--- src/rtl/regfile_wb_queue.sv ---
// Writeback queue in front of the register file write port: buffers producer
// writes, drains one per cycle and forwards pending data onto both read paths.
module regfile_wb_queue #(
  parameter int unsigned DEPTH = 4,
  parameter int unsigned AW    = 5,
  parameter int unsigned DW    = 32
) (
  input  logic                     clk,
  input  logic                     rst_n,
  input  logic                     in_valid,
  output logic                     in_ready,
  input  logic [AW-1:0]            in_addr,
  input  logic [DW-1:0]            in_data,
  input  logic                     wb_hold,
  output logic                     rf_we3,
  output logic [AW-1:0]            rf_wa3,
  output logic [DW-1:0]            rf_wd3,
  input  logic [AW-1:0]            qry_a1,
  input  logic [AW-1:0]            qry_a2,
  input  logic [DW-1:0]            rf_rd1,
  input  logic [DW-1:0]            rf_rd2,
  output logic [DW-1:0]            fwd_rd1,
  output logic [DW-1:0]            fwd_rd2,
  output logic                     empty,
  output logic                     full,
  output logic [$clog2(DEPTH):0]   count
);

  localparam int unsigned PW = $clog2(DEPTH);
  typedef logic [PW-1:0] ptr_t;

  logic [AW-1:0] q_addr [DEPTH];
  logic [DW-1:0] q_data [DEPTH];
  logic [DEPTH-1:0] q_vld;
  ptr_t head, tail;
  logic [PW:0] cnt;
  logic accept, push_en, pop_en;

  assign empty    = (cnt == '0);
  assign full     = (cnt == (PW+1)'(DEPTH));
  assign in_ready = !full;
  assign count    = cnt;

  // Writes to r0 are handshaken but dropped: they would never be observable.
  assign accept  = in_valid && in_ready;
  assign push_en = accept && (in_addr != '0);
  assign pop_en  = !empty && !wb_hold;

  assign rf_we3 = pop_en;
  assign rf_wa3 = empty ? '0 : q_addr[head];
  assign rf_wd3 = empty ? '0 : q_data[head];

  always_ff @(posedge clk or negedge rst_n) begin
    if (!rst_n) begin
      head  <= '0;
      tail  <= '0;
      cnt   <= '0;
      q_vld <= '0;
    end else begin
      if (push_en) begin
        tail        <= tail + ptr_t'(1);
        q_vld[tail] <= 1'b1;
      end
      if (pop_en) begin
        head        <= head + ptr_t'(1);
        q_vld[head] <= 1'b0;
      end
      case ({push_en, pop_en})
        2'b10:   cnt <= cnt + (PW+1)'(1);
        2'b01:   cnt <= cnt - (PW+1)'(1);
        default: cnt <= cnt;
      endcase
    end
  end

  always_ff @(posedge clk) begin
    if (push_en) begin
      q_addr[tail] <= in_addr;
      q_data[tail] <= in_data;
    end
  end

  // Walk oldest to youngest so the youngest matching entry wins.
  always_comb begin
    ptr_t idx;
    fwd_rd1 = rf_rd1;
    fwd_rd2 = rf_rd2;
    idx     = head;
    for (int unsigned k = 0; k < DEPTH; k++) begin
      idx = head + ptr_t'(k);
      if (q_vld[idx] && (q_addr[idx] == qry_a1)) fwd_rd1 = q_data[idx];
      if (q_vld[idx] && (q_addr[idx] == qry_a2)) fwd_rd2 = q_data[idx];
    end
    if (qry_a1 == '0) fwd_rd1 = '0;
    if (qry_a2 == '0) fwd_rd2 = '0;
  end

endmodule

--- config.mk ---
export PLATFORM = sky130hd
export DESIGN_NAME = regfile_wb_queue
export DESIGN_NICKNAME = d
export VERILOG_FILES = /design/src/rtl/regfile_wb_queue.sv
export SDC_FILE = /design/constraint.sdc
export NUM_CORES = 1
export LEC_CHECK = 0
export CAP_MARGIN = 20
export CORE_MARGIN = 10
export CORE_UTILIZATION = 59
export CTS_CLUSTER_SIZE = 20
export DETAILED_ROUTE_END_ITERATION = 8
export PLACE_DENSITY = 0.88
export SLEW_MARGIN = 10
export SYNTH_ARGS = -nofsm -noshare
export SYNTH_HDL_FRONTEND = slang
export SYNTH_SLANG_ARGS = --single-unit
export TNS_END_PERCENT = 30
--- constraint.sdc ---
create_clock -name clk -period 16.8 [get_ports clk]
set_clock_uncertainty 0.05 [all_clocks]
set_input_delay 3.36 -clock clk [delete_from_list [all_inputs] [get_ports clk]]
set_output_delay 3.36 -clock clk [all_outputs]
set_load 0.01 [all_outputs]
# == Word level (Yosys, flattened, before mapping) ==
# Memory sizes are Yosys's and may differ from the RTL's.
# Index checks and enable logic that the tools add are counted.
# word_totals
memories,2
input_bits,115
elab_cells,83
reg_bits,11
mem_bits_rw,148
# memory_table
name,words,width,read_ports,rd_clocked_by_memory_dff,write_ports,line,rtl
q_data,4,32,4,0,1,33,logic [DW-1:0] q_data [DEPTH];
q_addr,4,5,4,0,1,32,logic [AW-1:0] q_addr [DEPTH];
# classes
n_lt_le_gt_ge,7
reduce_logical,21
bitwise,3
n_mux,29
n_addsub,6
eq_ne,11
# ops
operator,n
32-bit two-way mux,11
5-bit == test,8
"2-bit by 3-bit < comparator with 1-bit output, second input constant",5
1-bit logical AND,13
5-bit zero test,2
1-bit binary-select mux with 2-bit select,4
1-bit two-way mux,8
4-bit two-way mux,2
3-bit case mux with 2 select lines,1
5-bit two-way mux,1
5-bit nonzero test,1
"2-bit by 1-bit adder with 2-bit output, second input constant",2
"2-bit adder, second input constant",2
4-bit bitwise AND,1
1-bit demux with 2-bit select,2
"2-bit by 1-bit >= comparator with 1-bit output, second input constant",2
4-bit NOT,1
4-bit bitwise OR,1
"3-bit by 1-bit adder with 3-bit output, second input constant",1
"3-bit == test, second input constant",1
1-bit zero test,3
3-bit zero test,1
"3-bit by 1-bit subtractor with 3-bit output, second input constant",1
"2-bit by 1-bit == test with 1-bit output, second input constant",1
2 further kinds,2

# == Logic depth before layout (Yosys ltp) ==
# depth
ltp_word,8
depth_mapped,17
ltp_nobuf,10

# == Worst setup path after synthesis ==
# Ideal clock, no wire load.
# synth_timing
kind,input to output
start,input qry_a1[2]
end,output fwd_rd1[21]
slack_ns,8.317
required_ns,13.390
arrival_time_ns,5.073
stages,7
cell_sequence,clkbuf_1 xor2_1 nor4_2 and2_1 buf_1 o311ai_1 a31oi_1
# synth_via
elab_chain_len,7
elab_cells_between_ends,14
# synth_lines
element,line,rtl
"start, declared",18,"input logic [AW-1:0] qry_a1,"
5-bit == test,91,if (q_vld[idx] && (q_addr[idx] == qry_a1)) fwd_rd1 = q_data[idx];
1-bit logical AND,91,
32-bit two-way mux (4 in a row),91,
32-bit two-way mux *,94,if (qry_a1 == '0) fwd_rd1 = '0;
"end, declared",22,"output logic [DW-1:0] fwd_rd1,"
# Every way passes the cells marked *; elsewhere a longest branch is shown, timed or not.

# == Final worst setup path ==
# layout_timing
start,input qry_a2[0]
end,output fwd_rd2[16]
# layout_via
elab_chain_len,7
elab_cells_between_ends,14
# layout_lines
element,line,rtl
"start, declared",19,"input logic [AW-1:0] qry_a2,"
5-bit == test,92,if (q_vld[idx] && (q_addr[idx] == qry_a2)) fwd_rd2 = q_data[idx];
1-bit logical AND,92,
32-bit two-way mux (4 in a row),92,
32-bit two-way mux *,95,if (qry_a2 == '0) fwd_rd2 = '0;
"end, declared",23,"output logic [DW-1:0] fwd_rd2,"
# Marks and branches as above.

==> summary.md <==
| Metric | Value |
|---|---|
| RSZ-0062 raised after global routing | false |
| IO Count | 223 |
| Final hold vios | 0 |
| Min-Delay Path Class | reg -> reg |
| Post-synth net total | 1208 |
| Layout area overhead | 22.7% |
| PortBufs | 222 |
| CP Class | in -> out |
| Power Dens Cells | 196 nW/µm² |
| GP Congestion | 0.843 |
| CP arrival | 7.14 ns |
| Via density per instance | between 7 and 8 |
| EDFF count, synth | 148 |
| Final WS setup | 6.25 ns |
| Drt drc | 0 |
| Relative slew slack | 21.7% |
| CTS root buf | clkbuf_16 |
| Share of cells above drive strength 1 | 18.3% |
| CTS clock-pin slew for the worst setup and hold paths | 0.07 ns |
| Core Util, Final | 73.7% |
| First-pass DRT Iterations | 6 |
| Register area share after synthesis | 37.4% |
| Post-CTS sizing | 0 |
| Fmax | 0.0948 GHz |
| GR Util All Layers | about 30% |
| Worst setup EP type | primary output |
| Min-delay src | count[2] |
| Final wirelength | between 40000 and 50000 µm |
| Predominant post-synthesis flop cell | edfxtp_1 |
| Initial antenna violation count | 4 |
| Final min period | ~11 ns |
| Critical Path Source | qry_a2[0] |
| Setup repair bufs after CTS | 0 |
| Number of H-tree levels | 4 |
| DR iter-0 viols | 1609 |
| Non-Filler Instances | 1505 |
| Max Cap Viol | 0 |
| Clock buffer depth | 2 |
| Post-synthesis register bit count | 159 |
| Vias in the first global route | 11.3k |
| Setup_tns | 0 ns |
| Die Y | between 150 and 200 µm |
| Async S/R FF share, synth | between 6 and 7% |
| Placed insts | 1472 |
| Cell Rows | 53 |
| Critical R2R Launch | head[0] |
| Number of hold buffers added after cts | 0 |
| Critical Path RT | 13.39 ns |
| Pre-CTS setup slack | 6.38 ns |
| Die X | 166 µm |
| Sink Count | 159 |
| VDD IR max | between 0.15 and 0.2 mV |
| Clk_lat worst skew | 0.43 ns |
| Area of the multi-input gates | 7420 µm² |
| Fillers | 1395 |
| DP HPWL | 27000 µm |
| Routed via count | approximately 11k |
| Fin nets | between 1k and 1.5k |
| Post-synthesis area per instance | 11.7 µm² |
| Worst-Margin Slew | 1.17 ns |
| Synth Cell Area | 12600 µm² |
| CTS buffer count | 17 |
| Placeable Area | 21000 µm² |
| Cells after synthesis | 1083 |
| GR Overflow Total | 0 |
| FF/Latch Area | 4730 µm² |
| Pin count of the biggest net entering global routing | 65 |
| Max FO, Critical Path | 23 |
| P_leak | 5.19 nW |
| Final period util | between 60% and 70% |
| Initial Utilization | ~60% |
| Die area | 27700 µm² |
| First-pass GRT wire length | 65600 µm |
| Most frequent cells in the layout | 222 x clkdlybuf4s50_1, 148 x edfxtp_1, 131 x mux4_2, 83 x nand2_1, 76 x o21ai_0 |
| Pins over their slew limit | 0 |
| Status | finished clean |
| Final Setup Violations | 0 |
| Antenna viol nets, final | 0 |
| Yosys cell types | 43 |
| CTS tree | done |
| Worst setup SP type | primary input |
| Commonest non-fill, non-tap cell in the layout | clkdlybuf4s50_1 |
| Routed WL per cell | between 20 and 30 µm |
| Syn. warnings | 0 |
==> power by group <==
group / leakage [nW] / internal (mW) / switching (mW) / total [mW]
Sequential: 1.48 / 0.529 / 0.111 / 0.640
Clock: 0.286 / 0.232 / 0.163 / 0.395
Combinational: 3.42 / 0.944 / 1.06 / 2.00
==> area by class of cell <==
type / instances / share of cell area [%]
antenna: 1 / 0.0161
sequential: 159 / 30.5
clock inverter: 11 / 0.848
inverter: 12 / 0.291
tap: 275 / 2.22
clock buffer: 21 / 3.04
timing repair buffer: 240 / 15.2
multi-input combinational: 786 / 47.9
==> cells in the mapped netlist, types with 9 or more instances <==
| cell | count | area (µm²) |
|---|---|---|
| xor2_1 | 22 | 193 |
| edfxtp_1 | 148 | 4440 |
| nor2b_1 | 34 | 213 |
| ha_1 | 9 | 113 |
| mux2_2 | 21 | 236 |
| clkbuf_1 | 83 | 312 |
| o31ai_1 | 11 | 82.6 |
| a211oi_1 | 11 | 82.6 |
| nand2_1 | 83 | 312 |
| nor2_1 | 20 | 75.1 |
| mux2i_1 | 22 | 220 |
| buf_1 | 18 | 67.6 |
| and2_1 | 10 | 62.6 |
| a32oi_1 | 11 | 96.3 |
| inv_1 | 11 | 41.3 |
| buf_2 | 23 | 115 |
| o311ai_1 | 53 | 464 |
| nand3_1 | 44 | 220 |
| xnor2_1 | 23 | 201 |
| dfrtp_1 | 11 | 275 |
| a31oi_1 | 53 | 332 |
| mux4_2 | 131 | 2950 |
| a21boi_0 | 56 | 420 |
| and3_1 | 53 | 332 |
| o21ai_0 | 76 | 380 |
| nand3b_1 | 11 | 82.6 |
==> stage by stage <==
stage	power (mW)	hold WS, ns	cell area (µm²)
2_1_floorplan	1.93	0.491	12600
3_3_place_gp	2.57	0.473	14900
3_5_place_dp	2.61	0.506	14900
4_1_cts	3.01	0.523	15500
5_1_grt	3.19	0.560	15500
6_report	3.04	0.519	15500
==> per-layer routing <==
metal	track usage [%]	part of all wire [%]
met1	35.0	34
met2	47.6	47
met3	10.7	14
met4	12.8	4.2
met5	0	0.078
==> kinds of logic (layout without fill, tap and decap cells) <==
group	Yosys count	after routing	synth area share [%]
AO/OA/AOI/OAI	285	285	15.6
AND/OR/NAND/NOR	272	272	11.4
multiplexers	174	174	27.0
flip-flops	159	159	37.4
buffers and inverters	138	284	4.45
XOR/XNOR	45	45	3.12
adder cells (fa/ha/maj)	10	10	1.05
other	0	1	0
==> final timing paths <==
kind	end	slack, ns	depth (start not counted)
max	fwd_rd2[16]	6.25	7
min	count[2]	0.52	1
max reg2reg	head[1]	13.40	5
min reg2reg	count[2]	0.52	1
max in group asynchronous	head[1]	13.01	1
min in group asynchronous	count[0]	3.25	1
==> state kept, by name, indices dropped and copies added (netlist names) <==
signal	flops
q_data	128
q_addr	20
q_vld	4
count	3
head	2
tail	2
==> critical path: stages <==
cell and delay (ns):
clkdlybuf4s50_1 0.62, nor3_1 0.11, nand2_1 0.85, o21a_1 0.63
nand2_1 0.49, o31ai_1 0.46, clkdlybuf4s50_1 0.61
No activity file was read; power rests on OpenSTA's default activity.
